==> src/rtl/fwd_hazard_unit.sv <==
// ---------------------------------------------------------------------------
// fwd_hazard_unit
//
// Forwarding and load-use hazard unit for the EX stage of the pipelined MIPS
// core. A small shift-register scoreboard remembers the destination of each of
// the DEPTH instructions that have already left EX. Entry 0 is the instruction
// now in MA and entry DEPTH-1 is the one in WB. From that table the unit
// produces three things:
//   - a forwarding select for every EX source operand
//   - a stall request when a load result cannot be forwarded yet
//   - a saturating count of stalled cycles, used for performance monitoring
//
// Ports
//   clk        : clock, rising edge
//   rst_n      : asynchronous active-low reset
//   ex_valid   : EX holds a real instruction
//   ex_src     : EX source register numbers; source s is at [s*REG_AW +: REG_AW]
//   ex_src_use : source s is actually read by the EX instruction
//   ex_dst     : EX destination register
//   ex_wr_en   : EX instruction writes ex_dst
//   ex_is_load : EX instruction is a load
//   flush      : kill the EX instruction this cycle
//   cnt_clr    : synchronous clear of stall_cnt
//   fwd_sel    : per source, 0 = regfile, k+1 = forward from entry k
//   stall      : hold IF/ID/EX this cycle
//   stall_cnt  : saturating count of stalled cycles
// ---------------------------------------------------------------------------
module fwd_hazard_unit #(
  parameter  int REG_AW   = 5,
  parameter  int NUM_SRC  = 2,
  parameter  int DEPTH    = 2,
  parameter  int LOAD_LAT = 1,
  parameter  int CNT_W    = 16,
  localparam int SEL_W    = $clog2(DEPTH + 1)
) (
  input  logic                      clk,
  input  logic                      rst_n,
  input  logic                      ex_valid,
  input  logic [NUM_SRC*REG_AW-1:0] ex_src,
  input  logic [NUM_SRC-1:0]        ex_src_use,
  input  logic [REG_AW-1:0]         ex_dst,
  input  logic                      ex_wr_en,
  input  logic                      ex_is_load,
  input  logic                      flush,
  input  logic                      cnt_clr,
  output logic [NUM_SRC*SEL_W-1:0]  fwd_sel,
  output logic                      stall,
  output logic [CNT_W-1:0]          stall_cnt
);

  // Scoreboard storage: one bit vector per field, indexed by entry.
  logic [DEPTH-1:0]  valid_q, valid_d;
  logic [DEPTH-1:0]  wr_en_q, wr_en_d;
  logic [DEPTH-1:0]  is_load_q, is_load_d;
  logic [REG_AW-1:0] dst_q [DEPTH];
  logic [REG_AW-1:0] dst_d [DEPTH];
  logic [CNT_W-1:0]  stall_cnt_q, stall_cnt_d;
  logic [NUM_SRC-1:0] hazard;

  // Forwarding select and load hazard for each source.
  // The loop runs from the oldest entry to the youngest, so the youngest
  // match overwrites any older one. A load that is still too young to
  // forward forces the select back to the regfile and raises a hazard.
  always_comb begin
    logic [SEL_W-1:0] sel_v;
    logic             hit_load;
    logic             hit_early;
    logic [REG_AW-1:0] src_v;
    fwd_sel = '0;
    hazard  = '0;
    for (int s = 0; s < NUM_SRC; s++) begin
      sel_v     = '0;
      hit_load  = 1'b0;
      hit_early = 1'b0;
      src_v     = ex_src[s*REG_AW +: REG_AW];
      for (int k = DEPTH - 1; k >= 0; k--) begin
        if (ex_src_use[s] && valid_q[k] && wr_en_q[k] &&
            (dst_q[k] == src_v) && (src_v != '0)) begin
          sel_v     = SEL_W'(k + 1);
          hit_load  = is_load_q[k];
          hit_early = (k < LOAD_LAT);
        end
      end
      hazard[s] = hit_load & hit_early;
      fwd_sel[s*SEL_W +: SEL_W] = hazard[s] ? '0 : sel_v;
    end
  end

  // Flush has priority over a hazard, so a killed instruction never stalls.
  assign stall = ex_valid & ~flush & (|hazard);

  // Next scoreboard contents. The table shifts on every edge. Entry 0
  // receives the EX instruction only when it really advances; otherwise it
  // receives a bubble.
  always_comb begin
    valid_d     = '0;
    wr_en_d     = '0;
    is_load_d   = '0;
    for (int k = 0; k < DEPTH; k++) begin
      dst_d[k] = '0;
    end
    valid_d[0]   = ex_valid & ~stall & ~flush;
    wr_en_d[0]   = ex_wr_en;
    is_load_d[0] = ex_is_load;
    dst_d[0]     = ex_dst;
    for (int k = 1; k < DEPTH; k++) begin
      valid_d[k]   = valid_q[k-1];
      wr_en_d[k]   = wr_en_q[k-1];
      is_load_d[k] = is_load_q[k-1];
      dst_d[k]     = dst_q[k-1];
    end
  end

  // Stall counter: clear wins over increment, and the count holds at all-ones.
  always_comb begin
    stall_cnt_d = stall_cnt_q;
    if (cnt_clr) begin
      stall_cnt_d = '0;
    end else if (stall && (stall_cnt_q != {CNT_W{1'b1}})) begin
      stall_cnt_d = stall_cnt_q + 1'b1;
    end
  end

  // State registers. Reset clears every entry and the counter at once.
  always_ff @(posedge clk or negedge rst_n) begin
    if (!rst_n) begin
      valid_q     <= '0;
      wr_en_q     <= '0;
      is_load_q   <= '0;
      stall_cnt_q <= '0;
      for (int k = 0; k < DEPTH; k++) begin
        dst_q[k] <= '0;
      end
    end else begin
      valid_q     <= valid_d;
      wr_en_q     <= wr_en_d;
      is_load_q   <= is_load_d;
      stall_cnt_q <= stall_cnt_d;
      for (int k = 0; k < DEPTH; k++) begin
        dst_q[k] <= dst_d[k];
      end
    end
  end

  assign stall_cnt = stall_cnt_q;

endmodule

==> config.mk <==
export PLATFORM = sky130hd
export DESIGN_NAME = fwd_hazard_unit
export DESIGN_NICKNAME = d
export VERILOG_FILES = /design/src/rtl/fwd_hazard_unit.sv
export SDC_FILE = /design/constraint.sdc
export NUM_CORES = 1
export LEC_CHECK = 0
export ABC_AREA = 1
export CAP_MARGIN = 20
export CORE_MARGIN = 8
export CORE_UTILIZATION = 53
export CTS_CLUSTER_DIAMETER = 80
export CTS_CLUSTER_SIZE = 16
export DETAILED_ROUTE_END_ITERATION = 8
export PLACE_DENSITY = 0.88
export SLEW_MARGIN = 20
export SYNTH_ARGS = -nofsm -noshare
export SYNTH_HDL_FRONTEND = slang
export SYNTH_SLANG_ARGS = --single-unit
export TNS_END_PERCENT = 20
==> constraint.sdc <==
create_clock -name clk -period 2.7 [get_ports clk]
set_input_delay 0.54 -clock clk [delete_from_list [all_inputs] [get_ports clk]]
set_output_delay 0.54 -clock clk [all_outputs]
set_load 0.02 [all_outputs]
# [Word-level counts from Yosys, hierarchy flattened]
# Index checks and enable logic that the tools add are counted.
[totals] input_bits=24 word_cells=55 out_inout_bits=21 regBits=32
[op_classes] add_sub_neg=1 reduce_logical=21 n_mux=14 bitwise_logic=8 n_eq_ne=5
[ops] op="16-bit two-way mux" n=2
[ops] op="5-bit == test" n=4
[ops] op="1-bit logical AND" n=17
[ops] op="16-bit by 1-bit adder with 16-bit output (second input constant)" n=1
[ops] op="16-bit inequality test (second input constant)" n=1
[ops] op="2-bit two-way mux" n=6
[ops] op="5-bit nonzero test" n=2
[ops] op="1-bit bitwise AND" n=6
[ops] op="1-bit two-way mux" n=6
[ops] op="1-bit inverter" n=2
[ops] op="2-bit nonzero test" n=1
[ops] op="2-bit OR reduction" n=1

# [Depth between registers and ports, before layout]
[depth] word_depth=12 ltp_mapped=12 ltp_nobuf=11

# [Least setup slack after synthesis]
# OpenSTA, ideal clock, no wires.
[synth_path] path_type="in2out" from="input ex_src[0]" to="output fwd_sel[1]" t_required_ns=2.160 path_buffers=0 cell_stages=6 setup_slack_ns=0.594 arrival_ns=1.566 cell_sequence="or2_1 > nor2_1 > nor2_1 > nand2_1 > o2111ai_1 > nor3_1"
[synth_via] elab_chain_cells=7
[synth_lines] item="start: declaration" line_no="39" text="input logic [NUM_SRC*REG_AW-1:0] ex_src,"
[synth_lines] item="5-bit == test" line_no="78" text="(dst_q[k] == src_v) && (src_v != '0)) begin"
[synth_lines] item="1-bit logical AND" line_no="77" text="if (ex_src_use[s] && valid_q[k] && wr_en_q[k] &&"
[synth_lines] item="1-bit logical AND" line_no="78"
[synth_lines] item="1-bit two-way mux (2 in a row)" line_no="77"
[synth_lines] item="1-bit bitwise AND" line_no="84" text="hazard[s] = hit_load & hit_early;"
[synth_lines] item="2-bit two-way mux *" line_no="85" text="fwd_sel[s*SEL_W +: SEL_W] = hazard[s] ? '0 : sel_v;"
[synth_lines] item="end: declaration" line_no="46" text="output logic [NUM_SRC*SEL_W-1:0] fwd_sel,"
# Every way passes the cells marked *; elsewhere a longest branch is shown, timed or not.

# [Worst setup path in the final report]
[layout_path] from="input ex_src[1]" to="output fwd_sel[0]"
# The elaborated chain is that of the path after synthesis.

==> key figures <==
Routing
  – Post-route DRC: 0
  – Vias/cell: 5.10
  – Pre-antenna DRT Iters: 4
  – Drt wl/cell: 12.9 um
  – DRT antenna net count: 0
  – Via count: 1733
  – 1st-iter DRT viols: 43
  – Final wirelength: about 4.4 mm

Worst hold path
  – Hold Path Stages: 0
  – Min-delay src: wr_en_q[0]
  – Min-Delay Path Class: flop to flop
  – Worst Hold Endpoint: wr_en_q[1]

Placed design
  – Cell total after placement: between 300 and 400
  – Buffers on Ports: 44
  – Post-Place Worst Slack: -0.253 ns
  – Area after DPL: 2360 um^2
  – Dpl hpwl: between 3 and 4 mm
  – Final RePlAce weighted congestion: slightly above 0.9

Clock network
  – # Post-CTS Setup Buffers: 0
  – CTS Sinks: 31
  – H-tree depth: 2
  – CTS tree: built
  – Cts repair resizes: 5
  – Bufs on Longest Clock Path: 2
  – Hold buffers post-CTS: 0
  – Worst-Skew Late Latency: 0.33 ns
  – Clock-pin slew on the worst setup and hold paths: about 0.1 ns
  – CTS buffer count: 5
  – Root Buffer: clkbuf_4

Timing
  – Final hold violations: 0
  – Final setup violation count: 0
  – Slew Viols, Final: 0
  – RSZ-0062 raised after global routing: no
  – Max Clock Freq: 391 MHz
  – Worst Tran Pin Value: just under 0.6 ns
  – Slew headroom: between 60% and 70%
  – Fin crit share: 94.7%
  – Final worst path period need: roughly 2.6 ns
  – Final Skew: 0.0121 ns
  – Final worst slack: ~0.14 ns

Floorplanning
  – Die height: ~75 um
  – CORE AREA: approximately 3300 um^2
  – Die area: between 5000 and 6000 um^2
  – Die X-Extent: roughly 75 um
  – Row cnt: 21
  – I/O pin cnt: between 40 and 50
  – Initial Utilization: about 55%

Job
  – Max-cap violation count: 0

Critical path
  – Worst Path Required: 2.16 ns
  – WS Path Type: primary input to output port
  – Crit Path Max Fanout: 3
  – Crit path launch type: primary input
  – R2R Path End: stall_cnt[13]
  – WP data arrival: about 2 ns
  – Crit path capture type: output port
  – FF-to-FF Start: stall_cnt[0]
  – Reg2Reg Setup Slack: just under 0.8 ns
  – Worst Reg-to-Reg Cells: 8

Power and ir drop
  – Leakage: 1.10 nW
  – PD cells: around 420 nW/um^2
  – Max rail drop VDD: roughly 420 uV

Status
  – Status: complete, no violations

Yosys
  – EDFF count, synth: 0
  – Async S/R FF share, synth: 100%
  – FF+latch count, synth: 31
  – Total nets after synthesis: 262
  – Number of unique standard cell types used by synthesis: 32
  – Cell area after synthesis: between 1500 and 2000 um^2
  – Ys Warns: 0
  – Main synth FF type: dfrtp_1
  – Cell count after synthesis: about 240
  – Mean Syn Cell Area: about 7.7 um^2
  – Seq/Total Area, Yosys: around 43%

Final layout
  – Fin area: between 2000 and 2500 um^2
  – # diodes: 0
  – Area grow syn2layout: 33.6%
  – Finished Layout Cells: 340
  – Fill cells: ~260
  – Layout cell share with drive strength beyond 1: ~11%
  – Nets: about 320

Global routing
  – Vias in the first global route: 1616
  – Antenna violations before repair: 0
  – Largest net degree at the start of global routing: 32
  – GRT Total Usage: 16.9%
  – Gr ovfl total: 0
  – First-pass GRT wire length: just over 7 mm
[report_power, final]
part           switching [mW]  internal [mW]
clock                   0.157          0.219
combinational          0.0698         0.0787
sequential             0.0171          0.481
total                   0.244          0.778
[cells in the final DEF (no fill, tap or decap), types with 3 or more instances in the layout]
cell type	synthesis	final
clkdlybuf4s50_1	0	39
xor2_1	8	8
xnor2_1	14	14
nand4_1	4	4
nand2_1	67	67
clkbuf_4	0	5
nand3_1	24	24
nor3_1	7	7
or2_2	3	3
clkbuf_2	0	3
dfrtp_1	31	31
nor2_1	40	40
buf_4	1	10
inv_1	14	14
[cells in the mapped netlist (2+ instances only)]
cell type	instances	area share, %
a31oi_1	2	0.69
clkbuf_1	2	0.41
dfrtp_1	31	43
inv_1	14	2.9
nand2_1	67	14
nand2_2	2	0.69
nand3_1	24	6.6
nand4_1	4	1.4
nor2_1	40	8.3
nor3_1	7	1.9
or2_2	3	1.0
xnor2_1	14	6.8
xor2_1	8	3.9
[kinds of logic (layout without fill, tap and decap cells)]
| group | after synthesis | after routing | share of synthesized area [%] |
|---|---|---|---|
| AOI/OAI and AO/OA | 7 | 7 | 2.69 |
| xor gates and xnor gates | 22 | 22 | 10.6 |
| adders and majority gates | 1 | 1 | 0.689 |
| buffers and inverters | 21 | 78 | 5.03 |
| DFF | 31 | 31 | 42.7 |
| and+or+nand+nor | 155 | 155 | 38.2 |
[registers in the layout (all words and copies together), names as in the netlist]
signal,count
stall_cnt,16
dst_q,5
valid_q,2
dst_d,5
is_load_q,1
wr_en_q,2
[final cells by class]
type / instances / area [um^2] / share of cell area (%)
Clock buffer: 6 / 51.3 / 2.11
Clock inverter: 2 / 35.0 / 1.44
Inverter: 16 / 60.1 / 2.48
Multi-Input combinational cell: 185 / 948 / 39.1
Sequential cell: 31 / 776 / 32.0
Tap cell: 46 / 57.6 / 2.37
Timing Repair Buffer: 54 / 498 / 20.5
[metrics by stage]
step | power [mW] | util (%) | setup TNS, ns | hold WS [ns]
after global routing | 1.07 | 73.3 | 0 | 0.399
after global placement | 0.652 | 71.2 | -0.662 | 0.362
after detailed placement | 0.657 | 71.2 | -0.884 | 0.370
after floorplan | 0.570 | - | 0 | 0.244
after CTS | 1.03 | 73.6 | 0 | 0.387
final | 1.02 | 73.3 | 0 | 0.381
[worst max path at each step]
stage | from | end | slack [ns] | cells past startpoint
6_report | ex_src[1] | fwd_sel[0] | 0.14 | 8
5_1_grt | ex_src[1] | fwd_sel[0] | 0.03 | 8
3_3_place_gp | ex_src[7] | fwd_sel[3] | -0.17 | 6
2_1_floorplan | ex_src[0] | fwd_sel[1] | 0.59 | 6
4_1_cts | ex_src[7] | fwd_sel[3] | 0.02 | 6
3_5_place_dp | ex_src[7] | fwd_sel[3] | -0.25 | 6
[critical path: stages]
cell             delay [ns]
clkdlybuf4s50_1        0.49
buf_4                  0.12
xnor2_1                0.10
nand2_1                0.07
nor2_1                 0.13
nand2_1                0.10
nor2_1                 0.12
dlygate4sd2_1          0.35
[layer usage]
layer / wire, um / GRT usage (%) / vias to the layer above
met5: 0 / 0 / -
met4: 125 / 8.70 / 0
met3: 384 / 6.60 / 12
met2: 2070 / 27.8 / 72
met1: 1820 / 18.4 / 779
li1: - / - / 870
Note: power is estimated with default switching activity, not from simulation.
==> RTL change (same flow settings) <==
`CNT_W`: 16 -> 18.
--- a/src/rtl/fwd_hazard_unit.sv
+++ b/src/rtl/fwd_hazard_unit.sv
@@ -30,7 +30,7 @@
   parameter  int NUM_SRC  = 2,
   parameter  int DEPTH    = 2,
   parameter  int LOAD_LAT = 1,
-  parameter  int CNT_W    = 16,
+  parameter  int CNT_W    = 18,
   localparam int SEL_W    = $clog2(DEPTH + 1)
 ) (
   input  logic                      clk,
Ports: changed (resized stall_cnt); port bits go from 45 to 47. The function was not compared with the original's and may differ.
==> RTL change against the original RTL <==
  * Hold slack gained 0.0067 ns
  * Design area grew 13%
  * Combinational power shrank 22%
  * Non-clock buffer count grew 5
  * Power grew 9.3%
  * Synthesized cell count grew 8.0%
  * Clock power grew 29%
  * Area after synthesis grew 14%
  * Routed wire length grew 20%
  * Worst setup slack gained 0.0098 ns
  * Clock skew shrank 0.0051 ns
  * Sequential cell count grew 2
==> RTL change: results (changes against the original RTL) <==
| Metric | Value |
|---|---|
| Number of instances in the synthesized netlist | 256 (was 237) |
| 1st-iter DRT viols | 145 (was 43) |
| Final Skew | 0.00696 ns (was 0.0121 ns) |
| Startpoint of the worst setup timing path | ex_src[0] (was ex_src[1]) |
| Synthesized-area fraction occupied by ao, oa, aoi and oai cells | 0.0237 (was 0.0269) |
| Power Dens Cells | 406 nW/um2 (was 421 nW/um2) |
| Pin count of the biggest net entering global routing | 37 (was 32) |
| Max VDD drop | 0.315 mV (was 0.424 mV) |
| Master cell of the clock root buffer | sky130_fd_sc_hd__clkbuf_8 (was sky130_fd_sc_hd__clkbuf_4) |
| Worst-skew pair later-pin latency | 0.29 ns (was 0.33 ns) |
| Net count of the mapped netlist | 281 (was 262) |
| Leakage Power | 1.38 nW (was 1.10 nW) |
| Share of the core filled with cells | 0.745 (was 0.733) |
| Via count of the first global-routing pass | 2027 (was 1616) |
| Fraction of layout cells with a size suffix above 1 | 0.164 (was 0.112) |
| Count of port buffers added during placement | 46 (was 44) |
| Clock transition at the registers of the reported paths | 0.06 ns (was 0.10 ns) |
| Most frequent cells after synthesis | sky130_fd_sc_hd__nand2_1, sky130_fd_sc_hd__inv_1, sky130_fd_sc_hd__dfrtp_1, sky130_fd_sc_hd__nand3_1, sky130_fd_sc_hd__nor2_1 (was sky130_fd_sc_hd__nand2_1, sky130_fd_sc_hd__nor2_1, sky130_fd_sc_hd__dfrtp_1, sky130_fd_sc_hd__nand3_1) |
| Result of the run | finished clean (unchanged) |
| Net Sw Power | 0.253 mW (was 0.244 mW) |
| Area share of xor/xnor cells in the synthesized design | 0.0935 (was 0.106) |
| Total detailed-routing wirelength | 5300 um (was 4400 um) |
| GRT Util Overall | 0.185 (was 0.169) |
| Number of fillers in the final layout | 288 (was 263) |
| Flip-flop count of the largest register, all copies and words added | 18 (was 16) |
| Adder and majority gate portion of the synthesized area | 0.00607 (was 0.00689) |
| Sequential area share after synthesis | 0.401 (was 0.427) |
| Combinational Power | 0.115 mW (was 0.148 mW) |
| Synth cell types | 29 (was 32) |
| Rel. slew slack | 0.720 (was 0.608) |
| Total cell area at the placement stage | 2650 um2 (was 2360 um2) |
| Crit path max fanout | 4 (was 3) |
[RTL change: final cells by class]
| class | count | share of cell area |
|---|---|---|
| Sequential cell | 33 | 0.300 |
| Timing Repair Buffer | 59 | 0.201 |
| Clock buffer | 6 | 0.0300 |
| Multi-Input combinational cell | 179 | 0.380 |
| Tap cell | 48 | 0.0218 |
| Clock inverter | 2 | 0.0137 |
| Inverter | 39 | 0.0533 |
[RTL change: worst paths after layout]
check                                end  cells past startpoint  slack (ns)
min in group asynchronous       dst_d[4]                      2        0.65
min reg2reg                   valid_q[1]                      0        0.39
max reg2reg                stall_cnt[16]                     11        0.80
max                           fwd_sel[1]                      6        0.15
max in group asynchronous       dst_d[3]                      2        1.75
min                           valid_q[1]                      0        0.39
[RTL change: layer usage]
metal / global-route usage / share of wire / vias up
met5: 0 / 0 / -
met1: 0.224 / 0.45 / 912
met3: 0.0513 / 0.058 / 7
li1: - / - / 937
met4: 0.0630 / 0.011 / 0
met2: 0.309 / 0.48 / 67
